## src/rtl/uart_rx_fifo.sv

```systemverilog
// 8N1 UART receiver feeding a show-ahead byte FIFO with a valid/ready pop interface.
// Define UART_RX_PARITY_EN to add an even-parity bit between the data and stop bits.
module uart_rx_fifo #(
    parameter int CLK_MHZ    = 27,
    parameter int BAUD       = 115200,
    parameter int FIFO_DEPTH = 8
) (
    input  logic       clk,
    input  logic       rst,
    input  logic       i_rx,
    output logic [7:0] o_data,
    output logic       o_valid,
    input  logic       i_ready,
    output logic       o_frame_err,
    output logic       o_overrun,
    output logic       o_busy
);

    localparam int CLKS_PER_BIT = CLK_MHZ * 1000000 / BAUD;
    localparam int CW = $clog2(CLKS_PER_BIT);
    localparam int AW = $clog2(FIFO_DEPTH);
    localparam logic [CW-1:0] HALF = CW'(CLKS_PER_BIT / 2);
    localparam logic [CW-1:0] LAST = CW'(CLKS_PER_BIT - 1);
    localparam logic [AW:0]   FULL_COUNT = (AW + 1)'(FIFO_DEPTH);

`ifdef UART_RX_PARITY_EN
    typedef enum logic [2:0] {S_IDLE, S_START, S_DATA, S_PARITY, S_STOP, S_WAIT_IDLE} state_t;
`else
    typedef enum logic [2:0] {S_IDLE, S_START, S_DATA, S_STOP, S_WAIT_IDLE} state_t;
`endif

    state_t        state_reg, state_next;
    logic [CW-1:0] cnt_reg, cnt_next;
    logic [2:0]    bit_reg, bit_next;
    logic [7:0]    shift_reg, shift_next;
    logic          rx_meta, rx_sync, rx_prev;
    logic          push, frame_bad;
`ifdef UART_RX_PARITY_EN
    logic          par_reg, par_next;
    logic          parity_ok;
    assign parity_ok = (par_reg == ^shift_reg);
`endif

    // Synchronizer and edge history idle high so reset never looks like a start bit
    always_ff @(posedge clk or posedge rst) begin
        if (rst) begin
            rx_meta <= 1'b1;
            rx_sync <= 1'b1;
            rx_prev <= 1'b1;
        end else begin
            rx_meta <= i_rx;
            rx_sync <= rx_meta;
            rx_prev <= rx_sync;
        end
    end

    always_ff @(posedge clk or posedge rst) begin
        if (rst) begin
            state_reg <= S_IDLE;
            cnt_reg   <= '0;
            bit_reg   <= '0;
            shift_reg <= '0;
`ifdef UART_RX_PARITY_EN
            par_reg   <= 1'b0;
`endif
        end else begin
            state_reg <= state_next;
            cnt_reg   <= cnt_next;
            bit_reg   <= bit_next;
            shift_reg <= shift_next;
`ifdef UART_RX_PARITY_EN
            par_reg   <= par_next;
`endif
        end
    end

    always_comb begin
        state_next = state_reg;
        cnt_next   = cnt_reg + 1'b1;
        bit_next   = bit_reg;
        shift_next = shift_reg;
`ifdef UART_RX_PARITY_EN
        par_next   = par_reg;
`endif
        push       = 1'b0;
        frame_bad  = 1'b0;
        case (state_reg)
            S_IDLE: begin
                cnt_next = '0;
                if (rx_prev && !rx_sync) state_next = S_START;
            end
            S_START: begin
                if (cnt_reg == HALF) begin
                    cnt_next   = '0;
                    bit_next   = '0;
                    state_next = rx_sync ? S_IDLE : S_DATA;
                end
            end
            S_DATA: begin
                if (cnt_reg == LAST) begin
                    cnt_next   = '0;
                    shift_next = {rx_sync, shift_reg[7:1]};
                    bit_next   = bit_reg + 1'b1;
`ifdef UART_RX_PARITY_EN
                    if (bit_reg == 3'd7) state_next = S_PARITY;
`else
                    if (bit_reg == 3'd7) state_next = S_STOP;
`endif
                end
            end
`ifdef UART_RX_PARITY_EN
            S_PARITY: begin
                if (cnt_reg == LAST) begin
                    cnt_next   = '0;
                    par_next   = rx_sync;
                    state_next = S_STOP;
                end
            end
`endif
            S_STOP: begin
                // Leave on the mid-stop sample so a back-to-back start edge is caught
                if (cnt_reg == LAST) begin
                    cnt_next = '0;
`ifdef UART_RX_PARITY_EN
                    if (rx_sync && parity_ok) begin
                        push       = 1'b1;
                        state_next = S_IDLE;
                    end else begin
                        frame_bad  = 1'b1;
                        state_next = rx_sync ? S_IDLE : S_WAIT_IDLE;
                    end
`else
                    if (rx_sync) begin
                        push       = 1'b1;
                        state_next = S_IDLE;
                    end else begin
                        frame_bad  = 1'b1;
                        state_next = S_WAIT_IDLE;
                    end
`endif
                end
            end
            S_WAIT_IDLE: begin
                cnt_next = '0;
                if (rx_sync) state_next = S_IDLE;
            end
            default: state_next = S_IDLE;
        endcase
    end

    // Show-ahead FIFO
    logic [7:0]    mem [FIFO_DEPTH];
    logic [AW-1:0] wr_ptr_reg, rd_ptr_reg;
    logic [AW:0]   count_reg;
    logic          frame_err_reg, overrun_reg;
    logic          full, pop, do_push;

    assign full    = (count_reg == FULL_COUNT);
    assign pop     = i_ready && (count_reg != '0);
    assign do_push = push && (!full || pop);

    always_ff @(posedge clk) begin
        if (do_push) mem[wr_ptr_reg] <= shift_reg;
    end

    always_ff @(posedge clk or posedge rst) begin
        if (rst) begin
            wr_ptr_reg    <= '0;
            rd_ptr_reg    <= '0;
            count_reg     <= '0;
            frame_err_reg <= 1'b0;
            overrun_reg   <= 1'b0;
        end else begin
            if (do_push) wr_ptr_reg <= wr_ptr_reg + 1'b1;
            if (pop)     rd_ptr_reg <= rd_ptr_reg + 1'b1;
            case ({do_push, pop})
                2'b10:   count_reg <= count_reg + 1'b1;
                2'b01:   count_reg <= count_reg - 1'b1;
                default: count_reg <= count_reg;
            endcase
            frame_err_reg <= frame_bad;
            overrun_reg   <= push && full && !pop;
        end
    end

    assign o_valid     = (count_reg != '0);
    assign o_data      = o_valid ? mem[rd_ptr_reg] : 8'h00;
    assign o_frame_err = frame_err_reg;
    assign o_overrun   = overrun_reg;
    assign o_busy      = (state_reg != S_IDLE);

endmodule

```

## config.mk

```make
export PLATFORM = sky130hd
export DESIGN_NAME = uart_rx_fifo
export DESIGN_NICKNAME = d
export VERILOG_FILES = /design/src/rtl/uart_rx_fifo.sv
export SDC_FILE = /design/constraint.sdc
export NUM_CORES = 1
export LEC_CHECK = 0
export BUFFER_PORTS_ARGS = -buffer_cell sky130_fd_sc_hd__clkbuf_2
export CORE_MARGIN = 1
export CORE_UTILIZATION = 45
export CTS_CLUSTER_DIAMETER = 30
export DETAILED_ROUTE_END_ITERATION = 6
export GPL_TIMING_DRIVEN = 0
export SLEW_MARGIN = 20
export SYNTH_ARGS = -nofsm -noshare
export SYNTH_HDL_FRONTEND = slang
export SYNTH_SLANG_ARGS = --single-unit
```

## constraint.sdc

```tcl
create_clock -name clk -period 3.3 [get_ports clk]
set_clock_uncertainty 0.05 [all_clocks]
set_input_delay 0.165 -clock clk [delete_from_list [all_inputs] [get_ports clk]]
set_output_delay 0.165 -clock clk [all_outputs]
set_load 0.005 [all_outputs]
```

## Word-level counts from Yosys, hierarchy flattened

Memory sizes are Yosys's and may differ from the RTL's.
Index checks and enable logic that the tools add are counted.

| storage, ports and cells | value |
|---|---|
| memory bits (writable) | 64 |
| bits of input ports | 4 |
| output and inout port bits | 12 |
| word-level logic and storage cells | 79 |
| memories | 1 |
| register bits after elaboration | 37 |

Memory list:

| name | depth | width | read ports | clocked after Yosys merged registers in | wr ports | line | source |
|---|---|---|---|---|---|---|---|
| mem | 8 | 8 | 1 | 0 | 1 | 152 | `logic [7:0] mem [FIFO_DEPTH];` |

| operators by class | value |
|---|---|
| multiplexer cells | 25 |
| eq/ne operators | 16 |
| $add $sub $neg | 6 |
| reduce and logical (&&, ||, !) cells | 19 |

Operator list:

| kind | number |
|---|---|
| 3-bit 2-to-1 mux | 9 |
| 8-bit 2-to-1 mux | 3 |
| 8-bit one-hot mux with 3 select lines | 1 |
| 3-bit one-hot mux with 5 select lines | 1 |
| 2-bit inequality test, second input constant | 6 |
| 3-bit by 1-bit adder with 3-bit output, second input constant | 3 |
| 8-bit by 1-bit adder with 8-bit output, second input constant | 1 |
| 8-bit by 7-bit equality test with 1-bit output, second input constant | 1 |
| 8-bit equality test, second input constant | 1 |
| 1-bit 2-to-1 mux | 8 |
| 4-bit one-hot mux with 2 select lines | 1 |
| 3-bit by 2-bit equality test with 1-bit output, second input constant | 2 |
| 3-bit equality test, second input constant | 2 |
| 3-bit one-hot mux with 2 select lines | 1 |
| 6-bit AND reduction | 1 |
| 1-bit logical AND | 5 |
| 4-bit by 1-bit adder with 4-bit output, second input constant | 1 |
| 4-bit equality test, second input constant | 1 |
| 2-bit nonzero test | 2 |
| 4-bit nonzero test | 1 |
| 2-bit OR reduction | 2 |
| 4-bit by 1-bit subtractor with 4-bit output, second input constant | 1 |
| 3-bit by 1-bit equality test with 1-bit output, second input constant | 1 |
| 1-bit logical NOT | 3 |
| 8 further kinds | 8 |

## Longest topological paths before layout

Gate-level depths: netlist of run 1.

| logic depth | value |
|---|---|
| depth after elaboration | 6 |
| gate-level depth with buffers | 11 |
| depth with buffers taken out | 10 |

## Least setup slack after synthesis of run 1

Ideal clock, no wire load.

| timing path | value |
|---|---|
| kind | register -> register |
| from | reg cnt_reg[1] |
| to | mem mem[0][0] (enable) |
| clock period less this slack | 2.474 ns |
| cell stages (with the launch flop) | 8 |
| data arrival time | 2.041 ns |
| setup slack | 0.826 ns |
| path buffers | 1 |
| data required time | 2.867 ns |
| setup time | 0.383 ns |
| cell sequence | dfrtp_1 -> inv_1 -> ha_1 -> and3_1 -> clkbuf_1 -> nand4_1 -> or3_1 -> nor3_1 |

| between the ends | value |
|---|---|
| word-level cells in the longest chain between the ends | 6 |

RTL lines:

| element | line | source |
|---|---|---|
| start: declaration | 33 | `logic [CW-1:0] cnt_reg, cnt_next;` |
| start signal: assignment | 68 | `cnt_reg <= cnt_next;` |
| 8-bit equality test | 122 | `if (cnt_reg == LAST) begin` |
| 1-bit 2-to-1 mux | 122 |  |
| 1-bit 2-to-1 mux | 87 | `case (state_reg)` |
| 1-bit logical AND | 160 | `assign do_push = push && (!full \|\| pop);` |
| 1-bit 2-to-1 mux | 163 | `if (do_push) mem[wr_ptr_reg] <= shift_reg;` |
| 1-bit 2-to-1 mux (not written as such) | 163 |  |
| end: declaration | 152 |  |

Every way passes these cells.

## Worst setup path after layout of run 1

| timing path | value |
|---|---|
| from | reg cnt_reg[1] |
| to | mem mem[4][0] (enable) |

Same word-level chain as after synthesis.

==> run metrics, run 1 <==
Max Slew Vio Count=0; result of the run=finished, final reports clean; Post-synth ARST share=36.6%; Yosys warning total=0; Least-Margin Pin Slew=0.864 ns; setup repair after global routing missed its margin=false; 1st-pass router iterations=4; CTS Buffer Depth=2; final hold violations=0; count of mapped cells out of synthesis=276; Setup Viol. Count Final=0; share of Yosys cell area claimed by the top area cell type=45.3%; Die Wd=99.1 um; violation count after the first detailed-routing iteration=104; Root Driver=clkbuf_8; via/cell ratio=5.25; launching element type of the critical path=register; first-pass GRT wire length=11,500 um; Leakage=1.79 nW; final std cell area, no fill=0.00468 sq mm; top-level port count=16; Synth Net Count=287; Internal Power=2.19 mW; Routed WL per cell=16.5 um; commonest non-fill, non-tap cell in the layout=edfxtp_1; number of nets still failing antenna checks after routing=0; Nets=317; clock transition at the register clock pins on the worst setup and hold paths after CTS=0.09 ns; Clock Sink Count=101; post-route minimum period=2.77 ns; Remaining Overflow, GRT=0; endpoint kind of the worst setup timing path=register; part of the total power dissipated in sequential elements=47.9%; Die Outline Area=0.00982 sq mm; vertical die dimension=99.1 um; normalized max-slew margin=42.2%; Detailed Route WL=6960 um; largest net degree at the start of global routing=28; dominant cells by area after synthesis=edfxtp_1, dfrtp_1, mux4_2; period utilisation layout=84.0%; max-capacitance violation count=0; Cell Area, Synth=0.00424 sq mm; number of cell rows=35; switching share of total power=30.6%; detailed-route via count=2,216; Detail Placement HPWL=4810 um; combined area of the multi-input logic cells=0.00134 sq mm; Required @ worst endpoint=3.24 ns; library cell with the largest summed area after synthesis=edfxtp_1; final-layout setup total negative slack=0 ns; total of flip-flops plus latches after synthesis=101; ant diodes=0; starting density of the core=46.1%; synthesized area per cell=15.4 sq um; DRC errors left=0; Worst EP arrival=2.71 ns; Final Total Pwr=3.15 mW; core footprint=0.00920 sq mm; upper clock frequency limit=361 MHz; commonest non-fill, non-tap cells in the layout=edfxtp_1, nor2_1, dfrtp_1, nand2_1, mux4_2; share of power burned in combinational logic=30.4%; cell area after placement=0.00449 sq mm; TritonCTS clock tree=built; P_sw=0.966 mW; sequential cell area fraction in the yosys report=67.2%; Yosys cell types=45; number of flip-flops under the largest register name=64; TritonCTS buffer count=9; area used by sequential logic in the layout=0.00285 sq mm; Filler Cell Count=800; P&R area growth vs syn=10.4%; weighted congestion reported at the end of routability-driven placement=0.707; Top FF cell, synth=edfxtp_1; power per cell area=673 mW/mm^2; clock latency of the later-clocked register in the worst-skew pair=0.36 ns; vias in the first global route=2,231; portion of total power attributed to the clock network=21.7%; post-cts resize count=0; type of the worst setup path=register to register; buffers added on ports=15; largest voltage drop on the vdd net=0.000356 V; number of enable-type register cells in the synthesized netlist=64; final core occ=50.9%; H-tree lvl count=3; overall track demand over capacity in global routing=15.8%; layout cells sized above 1=23.2%; maximum fanout count along the critical path=8; initial antenna violation count=0; path category of the worst min-delay check=primary input to asynchronous set/reset pin
-- synthesized netlist by cell type (all sizes together), types with 5 or more instances --
cell,number
edfxtp,64
dfrtp,34
nor2,34
nand2,21
mux4,16
mux2,11
mux2i,10
xnor2,9
nand3,8
ha,7
clkbuf,6
nor3,6
buf,5
inv,5
-- cell families after synthesis --
kind of cell             synth area share [%]
XOR/XNOR                                 2.48
adder cells (fa/ha/maj)                  2.06
AO/OA/AOI/OAI                            2.21
AND/OR/NAND/NOR                          10.8
flip-flops                               67.2
buffers and inverters                    1.50
multiplexers                             13.8
-- power groups by stage --
stage                     combinational (mW)  clock [mW]  sequential, mW
after floorplan                        0.742           0            1.52
after global placement                 0.968           0            1.53
after detailed placement               0.979           0            1.54
after CTS                              0.985       0.701            1.51
after global routing                    1.08       0.758            1.52
final                                  0.960       0.683            1.51
-- per-layer routing --
| layer | share of wire (%) | GRT usage (%) | wire [um] |
|---|---|---|---|
| met2 | 47 | 24.8 | 3270 |
| met3 | 2.6 | 4.43 | 183 |
| met1 | 50 | 21.7 | 3460 |
| met4 | 0.73 | 5.09 | 51 |
| met5 | 0 | 0 | 0 |
-- stage by stage --
step	instances	hold slack, ns	setup slack [ns]
final	422	0.225	0.526
after global routing	422	0.225	0.347
after CTS	422	0.200	0.484
after detailed placement	403	0.0472	0.500
after global placement	402	0.205	0.208
after floorplan	276	0.119	0.826
-- what timing repair did --
item,in CTS,in global routing
endpoints found under the hold margin,36,0
buffers inserted,0,0
hold buffers,3,0
-- final timing paths --
check	to	from	slack (ns)	cells past startpoint
max in group asynchronous	rx_sync	rst	2.48	4
min	o_frame_err	rst	0.22	3
max	mem[4][0]	cnt_reg[1]	0.53	7
min reg2reg	rx_sync	rx_meta	0.31	0
max reg2reg	mem[4][0]	cnt_reg[1]	0.53	7
min in group clk	rx_sync	rx_meta	0.31	0
-- final cells by class --
cell class | instances | area share (%)
clock buffers | 9 | 2.64
clock inverters | 7 | 0.908
inverters | 5 | 0.401
well taps | 111 | 2.96
multi-input cells | 159 | 28.6
flip-flops and latches | 101 | 60.9
repair buffers | 19 | 2.67
plain buffers | 11 | 0.962
-- critical path: stages (launching register included) --
cell and delay [ns]:
dfrtp_1 0.42, inv_1 0.07, ha_1 0.13, and3_1 0.14
clkbuf_1 0.22, nand4_1 0.24, or3_1 0.47, nor2_1 0.66
Note: power is estimated with default switching activity, not from simulation.
==> inputs of run 2 (changes only) <==
Clock period 3.3 ns to 2.6 ns, I/O delays scaled along.
==> run 2 against run 1 <==
Effect of this change:
- wire length up 0.53%
- critical path depth up 1
- worst setup slack got worse by 0.39 ns
- via count grew 0.95%
- sequential cell count stayed put
- design area up 1.7%
- critical path type unchanged
- maximum frequency is 13% higher
- clock power up 27%
- sequential power is 27% higher
- register-to-register slack got worse by 0.39 ns
- non-clock buffer count rose by 2
- cell count increased by 0.47%
==> run metrics, run 2 (synthesized netlist as in run 1, its figures left out) <==
clock transition at the register clock pins on the worst setup and hold paths after CTS=0.09 ns; final-layout setup total negative slack=0 ns; Setup Viol. Count Final=0; setup repair after global routing missed its margin=true; DRC errors left=0; period utilisation layout=94.6%; starting density of the core=46.1%; number of flip-flops under the largest register name=64; max-capacitance violation count=0; commonest non-fill, non-tap cell in the layout=edfxtp_1; TritonCTS clock tree=built; Final Total Pwr=4.02 mW; buffers added on ports=15; normalized max-slew margin=52.3%; H-tree lvl count=3; Required @ worst endpoint=2.55 ns; post-route minimum period=2.46 ns; Routed WL per cell=16.5 um; launching element type of the critical path=register; Die Outline Area=0.00982 sq mm; placed cells=403; maximum fanout count along the critical path=8; 1st-pass router iterations=4; TritonCTS buffer count=9; Remaining Overflow, GRT=0; P&R area growth vs syn=12.2%; largest net degree at the start of global routing=28; result of the run=finished, final reports clean; Max Slew Vio Count=0; highest routed layer=met4; number of cell rows=35; final hold violations=0; Leakage=1.79 nW; wire length on met2=3310 um; top-level port count=16; worst reg2reg setup slack=0.14 ns; Clock Sink Count=101; CTS Buffer Depth=2; critical path cell sequence=inv_1, ha_1, and3_1, clkbuf_1, nand4_1, nor2_1, nand2_1, nor2_2; detailed-route via count=2,237; first-pass GRT wire length=11,500 um; Post-Layout Cell Count=424; ant diodes=0; weighted congestion reported at the end of routability-driven placement=0.707; post-route met1 wirelength=3450 um; Detail Placement HPWL=4810 um; detailed-routed wire length on met3=192 um; Worst EP arrival=2.41 ns; initial antenna violation count=0; clock latency of the later-clocked register in the worst-skew pair=0.36 ns; layout cells sized above 1=26.2%; slowest cell delay on critical path=0.49 ns; Setup WS pre-CTS=-0.200 ns; Root Driver=clkbuf_8; library cell contributing the largest single delay on the critical path=nor2_2; type of the worst setup path=register to register; path category of the worst min-delay check=primary input to asynchronous set/reset pin; power per cell area=844 mW/mm^2; Detailed Route WL=7000 um; vertical die dimension=99.1 um; via/cell ratio=5.28; final worst setup slack=0.141 ns; upper clock frequency limit=407 MHz; overall track demand over capacity in global routing=15.9%; Least-Margin Pin Slew=0.715 ns; violation count after the first detailed-routing iteration=106; largest voltage drop on the vdd net=0.000451 V; core footprint=0.00920 sq mm; endpoint kind of the worst setup timing path=register; vias in the first global route=2,246; Die Wd=99.1 um; commonest non-fill, non-tap cells in the layout=edfxtp_1, dfrtp_1, nor2_1, nand2_1; number of nets still failing antenna checks after routing=0; Nets=319
==> run 2: cell types whose count changed in the layout (fill, tap and decap cells not counted), moves of 2 or more <==
cell | before | now
nor2_1 | 34 | 28
nor2_2 | 0 | 3
nor2_4 | 0 | 3
nor3_2 | 2 | 0
nor3_4 | 0 | 2
==> run 2: final cells by class <==
class | instances | area, sq um
inverter | 5 | 18.8
sequential | 101 | 2850
clock buffer | 9 | 124
multi-input combinational | 159 | 1390
clock inverter | 7 | 42.5
timing repair buffer | 21 | 153
buffer | 11 | 48.8
fill | 798 | 4430
tap | 111 | 139
==> run 2: worst max-delay path: cells and delay by family (launching register included) <==
| kind | cells | cell delay (ns) |
|---|---|---|
| AND/OR/NAND/NOR | 5 | 1.21 |
| flip-flops | 1 | 0.42 |
| buffers and inverters | 2 | 0.29 |
| adder cells (fa/ha/maj) | 1 | 0.13 |
==> run 2: final timing paths <==
kind / from / end / cells past startpoint
worst max-delay path: cnt_reg[1] / mem[7][0] / 8
worst min-delay path: rst / o_frame_err / 3
worst max register to register: cnt_reg[1] / mem[7][0] / 8
worst min register to register: rx_meta / rx_sync / 0
max in group asynchronous: rst / rx_sync / 4
min in group clk: rx_meta / rx_sync / 0
==> run 2: stage by stage <==
step	hold slack [ns]	cell area [sq um]	util [%]
2_1_floorplan	0.0845	4240	-
3_3_place_gp	0.170	4460	48.5
3_5_place_dp	0.0122	4490	48.8
4_1_cts	0.165	4700	51.1
5_1_grt	0.190	4760	51.8
6_report	0.189	4760	51.8
==> run 2: per-layer routing <==
| layer | GRT usage, % | vias up |
|---|---|---|
| li1 | - | 1089 |
| met1 | 21.5 | 1120 |
| met2 | 25.2 | 22 |
| met3 | 4.43 | 6 |
| met4 | 5.09 | 0 |
| met5 | 0 | - |
==> run 2: repair_timing <==
item | CTS | global route
hold buffers | 3 | 0
resized for setup | 5 | 9
setup endpoints to repair | 63 | 52
setup buffers | 0 | 2
cloned | 0 | 0
pin swaps | 0 | 2
endpoints found under the hold margin | 36 | 0
==> run 2: report_power, final <==
group	total (mW)	internal, mW	switching (mW)
sequential	1.92	1.81	0.110
combinational	1.23	0.643	0.590
clock	0.870	0.342	0.528
total	4.02	2.79	1.23
